==> src/rtl/pipeline_pkg.sv <==
// pipeline_pkg: definitions shared by every inter-stage pipeline register.
//   PC_W_DEF / INSTR_W_DEF : default datapath widths
//   NOP_INSTR_DEF          : bubble instruction word (sll $0,$0,0)
//   stage_ctl_e            : per-edge action of a stage register
package pipeline_pkg;

   localparam int unsigned PC_W_DEF    = 32;
   localparam int unsigned INSTR_W_DEF = 32;
   localparam logic [31:0] NOP_INSTR_DEF = 32'h0000_0000;

   typedef enum logic [1:0] {
      LOAD   = 2'd0,
      HOLD   = 2'd1,
      BUBBLE = 2'd2
   } stage_ctl_e;

endpackage

==> src/rtl/fetch_decode_stage_reg_sat_counter.sv <==
// sat_counter: up-counter that saturates at all-ones and never wraps.
//   clk   : rising-edge clock
//   reset : synchronous, active-high clear
//   inc   : count this cycle
//   count : current count (CNT_W bits)
module sat_counter #(
   parameter int unsigned CNT_W = 16
) (
   input  logic             clk,
   input  logic             reset,
   input  logic             inc,
   output logic [CNT_W-1:0] count
);

   logic [CNT_W-1:0] count_d;
   logic [CNT_W-1:0] count_q;

   always_comb begin
      count_d = count_q;
      if (inc && (count_q != '1)) begin
         count_d = count_q + CNT_W'(1);
      end
   end

   always_ff @(posedge clk) begin
      if (reset) begin
         count_q <= '0;
      end else begin
         count_q <= count_d;
      end
   end

   assign count = count_q;

endmodule

==> src/rtl/fetch_decode_stage_reg.sv <==
// fetch_decode_stage_reg: IF->ID pipeline register with valid bit, stall and flush.
//   Clk, Reset (sync, active-high)
//   PCAddResult, Instruction, ValidIn : fetch slot contents
//   Stall : hold current contents; Flush : replace contents with a bubble
//   PCAddResultOut, InstructionOut, ValidOut : decode slot contents
//   StallCount, FlushCount : saturating perf counters
// Build option: define FTD_PERF_CNT_EN to implement the perf counters;
// otherwise StallCount/FlushCount are tied to zero.
module fetch_decode_stage_reg
   import pipeline_pkg::*;
#(
   parameter int unsigned  PC_W      = PC_W_DEF,
   parameter int unsigned  INSTR_W   = INSTR_W_DEF,
   parameter logic [INSTR_W-1:0] NOP_INSTR = INSTR_W'(NOP_INSTR_DEF),
   parameter int unsigned  CNT_W     = 16
) (
   input  logic               Clk,
   input  logic               Reset,
   input  logic [PC_W-1:0]    PCAddResult,
   input  logic [INSTR_W-1:0] Instruction,
   input  logic               ValidIn,
   input  logic               Stall,
   input  logic               Flush,
   output logic [PC_W-1:0]    PCAddResultOut,
   output logic [INSTR_W-1:0] InstructionOut,
   output logic               ValidOut,
   output logic [CNT_W-1:0]   StallCount,
   output logic [CNT_W-1:0]   FlushCount
);

   stage_ctl_e ctl;

   logic [PC_W-1:0]    pc_d,    pc_q;
   logic [INSTR_W-1:0] instr_d, instr_q;
   logic               valid_d, valid_q;

   // Priority: Reset > Flush > Stall > load.
   always_comb begin
      ctl = LOAD;
      if (Reset || Flush) begin
         ctl = BUBBLE;
      end else if (Stall) begin
         ctl = HOLD;
      end
   end

   always_comb begin
      pc_d    = pc_q;
      instr_d = instr_q;
      valid_d = valid_q;
      case (ctl)
         LOAD: begin
            // An invalid fetch slot keeps its PC but never exposes its instruction.
            pc_d    = PCAddResult;
            instr_d = ValidIn ? Instruction : NOP_INSTR;
            valid_d = ValidIn;
         end
         BUBBLE: begin
            pc_d    = '0;
            instr_d = NOP_INSTR;
            valid_d = 1'b0;
         end
         default: ;
      endcase
   end

   always_ff @(posedge Clk) begin
      if (Reset) begin
         pc_q    <= '0;
         instr_q <= NOP_INSTR;
         valid_q <= 1'b0;
      end else begin
         pc_q    <= pc_d;
         instr_q <= instr_d;
         valid_q <= valid_d;
      end
   end

   assign PCAddResultOut = pc_q;
   assign InstructionOut = instr_q;
   assign ValidOut       = valid_q;

`ifdef FTD_PERF_CNT_EN
   logic stall_inc;
   logic flush_inc;

   // Both decisions use the pre-edge valid bit; flush wins over a
   // simultaneous stall, and a held bubble is not counted.
   assign stall_inc = Stall && !Flush && valid_q;
   assign flush_inc = Flush && valid_q;

   sat_counter #(.CNT_W(CNT_W)) u_stall_cnt (
      .clk   (Clk),
      .reset (Reset),
      .inc   (stall_inc),
      .count (StallCount)
   );

   sat_counter #(.CNT_W(CNT_W)) u_flush_cnt (
      .clk   (Clk),
      .reset (Reset),
      .inc   (flush_inc),
      .count (FlushCount)
   );
`else
   assign StallCount = '0;
   assign FlushCount = '0;
`endif

endmodule

==> config.mk <==
export PLATFORM = sky130hd
export DESIGN_NAME = fetch_decode_stage_reg
export DESIGN_NICKNAME = d
export VERILOG_FILES = /design/src/rtl/pipeline_pkg.sv /design/src/rtl/fetch_decode_stage_reg_sat_counter.sv /design/src/rtl/fetch_decode_stage_reg.sv
export SDC_FILE = /design/constraint.sdc
export NUM_CORES = 1
export LEC_CHECK = 0
export BUFFER_PORTS_ARGS = -buffer_cell sky130_fd_sc_hd__buf_2
export CAP_MARGIN = 20
export CORE_MARGIN = 2
export CORE_UTILIZATION = 46
export CTS_CLUSTER_SIZE = 10
export DETAILED_ROUTE_END_ITERATION = 8
export PLACE_DENSITY = 0.89
export SETUP_SLACK_MARGIN = 0.4
export SLEW_MARGIN = 20
export SYNTH_ARGS = -nofsm -noshare
export SYNTH_HDL_FRONTEND = slang
export SYNTH_SLANG_ARGS = --single-unit
==> constraint.sdc <==
create_clock -name Clk -period 1.6 [get_ports Clk]
set_input_delay 0.08 -clock Clk [delete_from_list [all_inputs] [get_ports Clk]]
set_output_delay 0.08 -clock Clk [all_outputs]
set_load 0.01 [all_outputs]
==> reports/qor.yml, run 1 <==
detailed_routing:
  detail_route.iter0.violations: 80
  finalWirelength_um: 6540
  detailroute.via_count: 2399
  routed_wire_length_per_instance_um: 12.6
  via_per_inst: 4.60
  drt_pass1_iterations: 4
  antenna_left: 0
  route.detailed.drc: 0
timing:
  achievable-frequency_mhz: 1110
  grt_setup_unrepaired: "false"
  finalSetupViolCount: 0
  final.setup_skew_ns: 0
  fin_crit_sh_pct: 56.5
  timing_max_transition_violations_final: 0
  worst_slew_margin_rel_pct: 49.1
  setup_tns_after_final_layout_ns: 0
  fin_ws_ns: 0.696
  hold_viol: 0
  worst_slew_pin_slew_ns: 0.764
  fin_crit_ns: 0.904
critical_path:
  slowest_stage: "dfxtp_1"
  arrival_ns: 0.82
  crit_path_cell_trace: "buf_2"
  endpoint_kind: "output port"
  worst_ep_required_time_ns: 1.52
  critPathLaunchType: "flop"
  cp_num_buf_inv: 1
  worst-path-max-fanout: 2
  critical-path-max-stage-delay_ns: 0.35
  worst-setup-path-type: "reg -> out"
  timing.critical_path.max_delay_family: "flip-flops"
placement:
  placed_cells_incl_taps: 470
  dpl_worst_slack_ns: 0.399
  weighted_congestion_at_the_end_of_routability_driven_global_placement: 0.718
  port_buffers: 133
  post-dp-hpwl_um: 3870
  instance_area_at_placement_mm2: 0.00327
global_routing:
  grt_antenna_before_repair: 0
  grt.total_usage_pct: 19.5
  grt_remaining_overflow: 0
  pin_count_of_the_biggest_net_entering_global_routing: 98
  grt_first_pass_wirelength_um: 9730
  vias_in_the_first_global_route: 2191
pwr:
  share_comb_of_total_power_pct: 13.6
  power_frac_seq_pct: 50.8
  switching_component_of_the_power_uw: 874
  power.static_leakage_nw: 1.83
  switching_share_pct: 26.4
  intPower_mw: 2.44
  ir_worst_vdd_v: 0.000593
  clock_power_share_pct: 35.6
  power-per-cell-area_mw_per_mm2: 874
layout:
  post_route_cells_drive_above_1_share_pct: 38.6
  number_of_diodes: 0
  design.final.nets: 510
  fin_area_mm2: 0.00379
  area.growth.synth_to_final_pct: 36.9
  finish.utilization_pct: 64.8
  final-instance-count-excl-fill: 521
  final.fill_count: 500
cts:
  tritoncts: "built"
  cts.root.buffer_cell: "clkbuf_8"
  cts.clk_slew.worst_paths_ns: 0.07
  cts_inserted_buffers: 9
  clk_latency_ns: 0.33
  cts-htree-levels: 3
  postCtsResizedCells: 0
  cts.repair_timing.setup_buffer_count: 0
  cts.path.max_buffers: 2
  cts.sinks: 65
synthesis:
  ys_seq_area_share_pct: 47.0
  synth.yosys.warnings: 0
  synthFlopType: "dfxtp_1"
  synthesis.instances: 283
  yosysTopAreaCell: "dfxtp_1"
  synth_async_sr_flop_share_pct: 0
  synth_top_cell_area_share_pct: 47.0
  yosys_register_bits: 65
  synth_area_leaders: "dfxtp_1, mux2i_1, buf_4"
  synth.most_common_cell: "dfxtp_1"
  synth_top_cells_by_count: "dfxtp_1, buf_4, mux2i_1, nor2_1"
  synth_enable_flop_cells: 0
  synthDistinctLibCells: 13
  synth_area_mm2: 0.00277
  synth.avg_cell_area_um2: 9.78
floorplanning:
  floorplan.initialDensity_pct: 47.3
  design.die.area_mm2: 0.00665
  io_pins: 166
  core_region_area_mm2: 0.00585
  die_w_um: 81.6
  core.rowCount: 28
  floorplan.die.height_um: 81.6
min_path:
  hold_path.class: "in -> reg"
flow_run:
  cap_violations: 0
outcome:
  outcome: "finished clean"
-- path summary, 6_finish.rpt --
kind / start / end / slack, ns / cells past startpoint
max reg2reg: PCAddResultOut[4] / PCAddResultOut[4] / 0.91 / 2
max: PCAddResultOut[26] / PCAddResultOut[26] / 0.70 / 1
min: Instruction[28] / InstructionOut[28] / 0.02 / 3
min reg2reg: InstructionOut[2] / InstructionOut[2] / 0.45 / 2
-- registers in the layout, summed over array words and instances, names as in the netlist --
signal / cells
InstructionOut: 32
PCAddResultOut: 32
ValidOut: 1
-- through the flow --
step	total power [mW]	hold slack (ns)
2_1_floorplan	2.03	0.224
3_3_place_gp	2.09	0.306
3_5_place_dp	2.10	0.318
4_1_cts	3.35	0.00225
5_1_grt	3.48	0.00638
6_report	3.31	0.0200
-- power groups by stage --
stage / sequential, mW / combinational (mW) / clock (mW)
6_report: 1.68 / 0.451 / 1.18
5_1_grt: 1.69 / 0.494 / 1.30
4_1_cts: 1.68 / 0.443 / 1.22
3_5_place_dp: 1.72 / 0.378 / 0
3_3_place_gp: 1.72 / 0.370 / 0
2_1_floorplan: 1.74 / 0.289 / 0
-- cell type report --
class | count | area (um2) | share of cell area (%)
clock buffer | 9 | 124 | 3.27
clock inverter | 7 | 47.5 | 1.25
multi-input combinational | 195 | 1180 | 31.0
sequential | 65 | 1300 | 34.3
tap | 75 | 93.8 | 2.48
timing repair buffer | 170 | 1050 | 27.6
-- worst reg2reg max path, stage by stage, from the launching register on --
cell     delay, ns
dfxtp_1       0.32
mux2i_1       0.15
nor2_1        0.07
-- cells in the final DEF, fill, tap and decap left out --
cell type / count
or2_2: 1
dfxtp_1: 65
nand3b_1: 32
nand2_1: 32
buf_2: 132
a21oi_1: 12
nor2_1: 33
mux2i_1: 33
buf_12: 1
clkinv_4: 2
dlygate4sd3_1: 35
clkinvlp_4: 2
conb_1: 32
clkinv_2: 3
buf_4: 2
a21oi_2: 20
clkbuf_8: 9
-- kinds of logic (layout without fill, tap and decap cells) --
group           after synthesis  after routing  share of synthesized area (%)
compound gates               32             32                           8.50
simple gates                 98             98                           17.7
flops                        65             65                           47.0
mux                          33             33                           11.9
buf+inv                      54            186                           14.7
other cells                   1             32                          0.135
-- layer usage --
layer | wire length [um] | track usage, %
met5 | 0 | 0
met3 | 570 | 6.15
met4 | 137 | 11.4
met1 | 2560 | 20.5
met2 | 3270 | 34.1
-- repair_timing --
item / in CTS / in global routing
hold buffers: 35 / 0
setup endpoints to repair: 0 / 0
hold endpoints to repair: 35 / 0
Power figures use the tool's default switching activity.
==> inputs of run 2 (changes only) <==
- ABC_AREA: not set -> 1
- CORE_UTILIZATION: 46 -> 43
- PLACE_DENSITY: 0.89 -> 0.84
- clock period: 1.6 -> 0.9 ns (I/O delays scaled with it)
==> reports/qor.yml, run 2 <==
critical_path:
  critPathLaunchType: "flop"  # unchanged
  r2r-end: "PCAddResultOut[9]"  # was PCAddResultOut[4]
  worst-path-max-fanout: 2  # unchanged
  timing.critical_path.max_delay_family: "flip-flops"  # unchanged
  worst_r2r_path_depth: 4  # was 2
  arrival_ns: 0.79  # was 0.82 ns
  crit_path_cell_trace: "buf_6"  # was buf_2
  critPathCapture: "InstructionOut[4]"  # was PCAddResultOut[26]
  critical-path-max-stage-delay_ns: 0.36  # was 0.35 ns
  worst-path-stages: 1  # unchanged
  slowest_stage: "dfxtp_2"  # was dfxtp_1
  endpoint_kind: "output port"  # unchanged
  worstReg2RegStart: "PCAddResultOut[9]"  # was PCAddResultOut[4]
  cp_num_buf_inv: 1  # unchanged
  ff2ff_setup_slack_ns: 0.10  # was 0.91 ns
  worst_ep_required_time_ns: 0.85  # was 1.52 ns
  cp-startpoint: "InstructionOut[4]"  # was PCAddResultOut[26]
  worst-setup-path-type: "reg -> out"  # unchanged
cts:
  clk_latency_ns: 0.32  # was 0.33 ns
  tritoncts: "built"  # unchanged
  cts.sinks: 65  # unchanged
  cts.path.max_buffers: 2  # unchanged
  cts.root.buffer_cell: "clkbuf_8"  # unchanged
  cts-htree-levels: 3  # unchanged
  cts.clk_slew.worst_paths_ns: 0.07  # about the same
  cts_inserted_buffers: 9  # unchanged
global_routing:
  pin_count_of_the_biggest_net_entering_global_routing: 51  # was 98
  grt.total_usage_pct: 20.8  # was 19.5%
  grt_antenna_before_repair: 0  # unchanged
  grt_first_pass_wirelength_um: 12000  # was 9730 um
  vias_in_the_first_global_route: 2661  # was 2191
  grt_remaining_overflow: 0  # unchanged
placement:
  weighted_congestion_at_the_end_of_routability_driven_global_placement: 0.789  # was 0.718
  post-dp-hpwl_um: 4560  # was 3870 um
  port_buffers: 133  # unchanged
  dpl_worst_slack_ns: 0.00933  # was 0.399 ns
timing:
  fin_worst_hold_slack_ns: -0.0599  # was 0.0200 ns
  fin_crit_sh_pct: 93.3
  hold_viol: 22  # was 0
  fin_crit_ns: 0.839
  timing_max_transition_violations_final: 0  # unchanged
  grt_setup_unrepaired: "true"  # was false
  achievable-frequency_mhz: 1190
  fin_ws_ns: 0.0605  # was 0.696 ns
  finalSetupViolCount: 0  # unchanged
  final.setup_skew_ns: 0  # unchanged
  setup_tns_after_final_layout_ns: 0  # unchanged
pwr:
  power-per-cell-area_mw_per_mm2: 1410  # was 874 mW/mm2
  power.static_leakage_nw: 2.44  # was 1.83 nW
  switching_component_of_the_power_mw: 1.67  # was 874 uW
  switching_share_pct: 25.4  # was 26.4%
  share_comb_of_total_power_pct: 16.1  # was 13.6%
  ir_worst_vdd_v: 0.00122  # was 0.000593 V
  power_frac_seq_pct: 46.6  # was 50.8%
  intPower_mw: 4.90  # was 2.44 mW
  clock_power_share_pct: 37.3  # was 35.6%
floorplanning:
  core.rowCount: 29  # was 28
  floorplan.initialDensity_pct: 44.4  # was 47.3%
  io_pins: 166  # unchanged
  die_w_um: 84.7  # was 81.6 um
  core_region_area_mm2: 0.00631  # was 0.00585 mm2
  design.die.area_mm2: 0.00718  # was 0.00665 mm2
  floorplan.die.height_um: 84.7  # was 81.6 um
synthesis:
  synth_top_family_by_area: "simple AND/OR/NAND/NOR gates"  # unchanged
  yosys_register_bits: 65  # unchanged
  post_synth_fa_ha_maj_area_fraction_pct: 0  # unchanged
  synthesis.instances: 387  # was 283
  synth_compound_gate_area_share_pct: 5.72  # was 8.50%
  synth.most_common_cell: "nand3_1"  # was dfxtp_1
  synth-xor-area-share_pct: 0  # unchanged
  synthDistinctLibCells: 12  # was 13
  synth_top_cells_by_count: "nand3_1, dfxtp_1, nand2_1"  # was dfxtp_1, buf_4, mux2i_1, nor2_1
  yosysTopAreaCell: "dfxtp_1"  # unchanged
  synthFlopType: "dfxtp_1"  # unchanged
  synth.avg_cell_area_um2: 7.24  # was 9.78 um2
  ys_seq_area_share_pct: 46.4  # was 47.0%
  synth_async_sr_flop_share_pct: 0  # unchanged
  synth_area_leaders: "dfxtp_1, nand3_1, buf_4"  # was dfxtp_1, mux2i_1, buf_4
  post_synth_and_or_nand_nor_area_fraction_pct: 29.5  # was 17.7%
  proportion_of_synthesized_area_in_mux_cells_pct: 0  # was 11.9%
  synth_enable_flop_cells: 0  # unchanged
  synth.yosys.warnings: 0  # unchanged
  synth_area_mm2: 0.00280  # was 0.00277 mm2
  synth_top_cell_area_share_pct: 46.4  # was 47.0%
layout:
  post_route_cells_drive_above_1_share_pct: 55.2  # was 38.6%
  number_of_diodes: 0  # unchanged
  design.final.nets: 608  # was 510
  final_cell_mix: "buf_6, buf_2, dfxtp_2, nand2_1, nor2_1"  # was buf_2, dfxtp_1, dlygate4sd3_1
  final.fill_count: 455  # was 500
  final_common_cell: "buf_6"  # was buf_2
  area.growth.synth_to_final_pct: 66.5  # was 36.9%
outcome:
  outcome: "complete, but fails checks"  # was finished clean
  failed_checks: "hold timing"
detailed_routing:
  via_per_inst: 4.88  # was 4.60
  detail_route.iter0.violations: 184  # was 80
  drt_pass1_iterations: 4  # unchanged
  antenna_left: 0  # unchanged
  detailroute.via_count: 3027  # was 2399
  route.detailed.drc: 0  # unchanged
  finalWirelength_um: 8420  # was 6540 um
  routed_wire_length_per_instance_um: 13.6  # was 12.6 um
flow_run:
  cap_violations: 0  # unchanged
min_path:
  hold_path.class: "in -> reg"  # unchanged
  worst_min_delay_path_startpoint: "PCAddResult[0]"  # was Instruction[28]
## run 2: worst min-delay path by stage
stage	end	slack (ns)	cells after the start
4_1_cts	PCAddResultOut[21]	-0.07	3
5_1_grt	PCAddResultOut[0]	-0.06	3
3_5_place_dp	PCAddResultOut[0]	0.27	3
2_1_floorplan	PCAddResultOut[0]	0.18	2
3_3_place_gp	PCAddResultOut[18]	0.27	3
6_report	PCAddResultOut[0]	-0.06	3
## run 2: tightest hold or removal path, stage by stage
cell and delay, ns:
buf_2 0.08, nor2_1 0.03, nor2_1 0.08
## run 2: layer usage
metal	vias up	track usage (%)	routed length, um	part of all wire [%]
met1	1399	23.3	3060	36
li1	1446	-	-	-
met4	0	6.78	175	2.1
met5	-	0	0	0
met2	160	37.1	4520	54
met3	22	7.08	664	7.9
## run 2: what timing repair did
item	CTS	global route
endpoints found under the setup margin	130	130
gates cloned	0	2
gates resized for setup	148	42
endpoints found under the hold margin	35	23
buffers inserted	6	22
pin swaps	38	26
## run 2: metrics by stage
step	power (mW)	area, um2	cells	utilization (%)
CTS	6.48	4280	596	67.8
global placement	3.83	3430	575	54.4
floorplan	3.67	3020	418	-
finish	6.58	4670	620	73.9
detailed placement	3.85	3430	575	54.4
global route	6.89	4670	620	73.9
## run 2: area by class of cell
| cell class | count | area, um2 | area share, % |
|---|---|---|---|
| Tap cell | 77 | 96.3 | 2.06 |
| Sequential cell | 65 | 1380 | 29.6 |
| Multi-Input combinational cell | 260 | 1320 | 28.2 |
| Clock inverter | 3 | 40.0 | 0.858 |
| Clock buffer | 12 | 155 | 3.33 |
| Timing Repair Buffer | 170 | 1550 | 33.2 |
| Inverter | 33 | 124 | 2.65 |
## run 2: logic make-up (layout without fill, tap and decap cells)
family,Yosys count,count (layout)
and+or+nand+nor,196,196
buffers and inverters,93,218
DFF,65,65
AOI/OAI and AO/OA,32,32
other,1,32
## run 2: power groups by stage
| stage | clock network (mW) | registers [mW] | logic [mW] |
|---|---|---|---|
| after floorplan | 0 | 3.13 | 0.540 |
| after global placement | 0 | 3.08 | 0.752 |
| after detailed placement | 0 | 3.08 | 0.765 |
| after CTS | 2.51 | 3.06 | 0.914 |
| after global routing | 2.67 | 3.07 | 1.15 |
| final | 2.46 | 3.07 | 1.06 |
==> inputs of run 3 (changes only) <==
- REMOVE_ABC_BUFFERS: not set -> 1
==> reports/qor.yml, run 3 (synthesis gave the netlist of run 2 again) <==
floorplanning:
  floorplan.initialDensity_pct: 44.4  # unchanged
  io_pins: 166  # unchanged
  floorplan.die.height_um: 84.7  # unchanged
  core_region_area_mm2: 0.00631  # unchanged
  die_w_um: 84.7  # unchanged
  core.rowCount: 29  # unchanged
  design.die.area_mm2: 0.00718  # unchanged
layout:
  area.growth.synth_to_final_pct: 71.1  # was 66.5%
  design.final.nets: 615  # was 608
  number_of_diodes: 0  # unchanged
  final_common_cell: "buf_6"  # unchanged
  final.fill_count: 435  # was 455
  post_route_cells_drive_above_1_share_pct: 57.4  # was 55.2%
  register_area_mm2: 0.00138  # unchanged
  finish.utilization_pct: 75.9  # was 73.9%
  total_area_of_multi_input_combinational_cells_mm2: 0.00136  # was 0.00132 mm2
  final_cell_mix: "buf_6, buf_2, dfxtp_2"  # was buf_6, buf_2, dfxtp_2, nand2_1, nor2_1
  final-instance-count-excl-fill: 628  # was 620
cts:
  cts-htree-levels: 3  # unchanged
  cts.path.max_buffers: 2  # unchanged
  cts.clk_slew.worst_paths_ns: 0.07  # about the same
  cts.sinks: 65  # unchanged
  cts.root.buffer_cell: "clkbuf_8"  # unchanged
  tritoncts: "built"  # unchanged
  clk_latency_ns: 0.33  # was 0.32 ns
  cts_inserted_buffers: 9  # unchanged
detailed_routing:
  wirelength_met1_um: 3330  # was 3060 um
  routed_wire_length_per_instance_um: 14.7  # was 13.6 um
  dr.max_layer_used: "met4"  # unchanged
  route.detailed.drc: 0  # unchanged
  met3RoutedLength_um: 593  # was 664 um
  met2_layer_wire_length_in_the_routed_design_um: 4960  # was 4520 um
  via_per_inst: 4.83  # was 4.88
  finalWirelength_um: 9210  # was 8420 um
  drt_pass1_iterations: 4  # unchanged
  antenna_left: 0  # unchanged
  detail_route.iter0.violations: 148  # was 184
  detailroute.via_count: 3033  # was 3027
critical_path:
  worst_ep_required_time_ns: 0.85  # about the same
  timing.critical_path.max_delay_family: "flip-flops"  # unchanged
  worst_r2r_path_depth: 3  # was 4
  worst-path-max-fanout: 2  # unchanged
  arrival_ns: 0.80  # was 0.79 ns
  critPathLaunchType: "flop"  # unchanged
  worstReg2RegStart: "PCAddResultOut[22]"  # was PCAddResultOut[9]
  critical-path-max-stage-delay_ns: 0.36  # about the same
  cp_num_buf_inv: 1  # unchanged
  crit_path_cell_trace: "buf_6"  # unchanged
  ff2ff_setup_slack_ns: 0.14  # was 0.10 ns
  endpoint_kind: "output port"  # unchanged
  worst-path-stages: 1  # unchanged
  worst-setup-path-type: "reg -> out"  # unchanged
  slowest_stage: "dfxtp_2"  # unchanged
  r2r-end: "PCAddResultOut[22]"  # was PCAddResultOut[9]
pwr:
  ir_worst_vdd_v: 0.00132  # was 0.00122 V
  power.static_leakage_nw: 2.48  # was 2.44 nW
  power-per-cell-area_mw_per_mm2: 1380  # was 1410 mW/mm2
  report.power.total_mw: 6.62  # was 6.58 mW
timing:
  grt_setup_unrepaired: "true"  # unchanged
  hold_viol: 21  # was 22
  fin_crit_ns: 0.845  # was 0.839 ns
  fin_crit_sh_pct: 93.9  # was 93.3%
  fin_worst_hold_slack_ns: -0.0734  # was -0.0599 ns
  timing_max_transition_violations_final: 0  # unchanged
  final.setup_skew_ns: 0  # unchanged
  setup_tns_after_final_layout_ns: 0  # unchanged
  achievable-frequency_mhz: 1180  # was 1190 MHz
  finalSetupViolCount: 0  # unchanged
min_path:
  hold_path.class: "in -> reg"  # unchanged
  worst_min_delay_path_startpoint: "PCAddResult[7]"  # was PCAddResult[0]
  hold_end: "PCAddResultOut[7]"  # was PCAddResultOut[0]
  worstHoldPathCells: 3  # unchanged
flow_run:
  cap_violations: 0  # unchanged
global_routing:
  vias_in_the_first_global_route: 2806  # was 2661
  grt_antenna_before_repair: 0  # unchanged
  grt_remaining_overflow: 0  # unchanged
  pin_count_of_the_biggest_net_entering_global_routing: 54  # was 51
  grt.total_usage_pct: 21.8  # was 20.8%
  grt_first_pass_wirelength_um: 12600  # was 12000 um
outcome:
  failed_checks: "hold timing"  # unchanged
  outcome: "complete, but fails checks"  # unchanged
placement:
  weighted_congestion_at_the_end_of_routability_driven_global_placement: 0.738  # was 0.789
  post-dp-hpwl_um: 4560  # about the same
  placed_cells_incl_taps: 574  # was 575
  port_buffers: 133  # unchanged
run 3: changes by cell type in the layout (fill, tap and decap cells not counted), moves of 2 or more:
cell      before  now
buf_4          9    6
nand3_1       37   33
buf_12         7    5
nand3_2       29   33
nor2_2        10   15
clkbuf_1       1    3
buf_6         85   95
o21ai_1       11    2
nor2_1        53   48
o21ai_0       12   21
run 3: stage by stage:
stage | cell area [um2] | hold slack, ns | setup slack, ns
after floorplan | 2530 | 0.174 | -0.482
after global placement | 3400 | 0.267 | 0.0196
after detailed placement | 3400 | 0.275 | -0.0247
after CTS | 4260 | -0.0941 | 0.0442
after global routing | 4790 | -0.0662 | 0.0161
final | 4790 | -0.0734 | 0.0553
run 3: worst max path at each step:
stage                             from                 end  slack, ns
floorplan                        Flush   PCAddResultOut[0]      -0.48
global placement               ValidIn   InstructionOut[5]       0.02
detailed placement             ValidIn   InstructionOut[9]      -0.02
CTS                  PCAddResultOut[5]   PCAddResultOut[5]       0.04
global route         InstructionOut[2]   InstructionOut[2]       0.02
finish              InstructionOut[31]  InstructionOut[31]       0.06
run 3: layer usage:
metal / up-vias / global-route usage, %
met4: 0 / 12.4
li1: 1459 / -
met1: 1403 / 23.6
met3: 28 / 5.70
met2: 143 / 38.2
met5: - / 0
run 3: power by group:
group | total, mW | internal, mW | switching (mW)
clock network | 2.46 | 1.35 | 1.11
registers | 3.07 | 2.99 | 0.0816
logic | 1.09 | 0.526 | 0.566
run 3: what timing repair did:
action,in CTS,in global routing
pin swaps,59,39
gates cloned,0,4
gates resized for setup,177,56
hold endpoints to repair,38,13
buffers inserted,1,33
endpoints found under the setup margin,130,130
run 3: final cells by class:
| class | instances | area share, % |
|---|---|---|
| repair buffers | 177 | 34.2 |
| clock inverters | 3 | 0.836 |
| flip-flops and latches | 65 | 28.9 |
| clock buffers | 13 | 3.11 |
| multi-input cells | 260 | 28.4 |
| inverters | 33 | 2.58 |
| well taps | 77 | 2.01 |
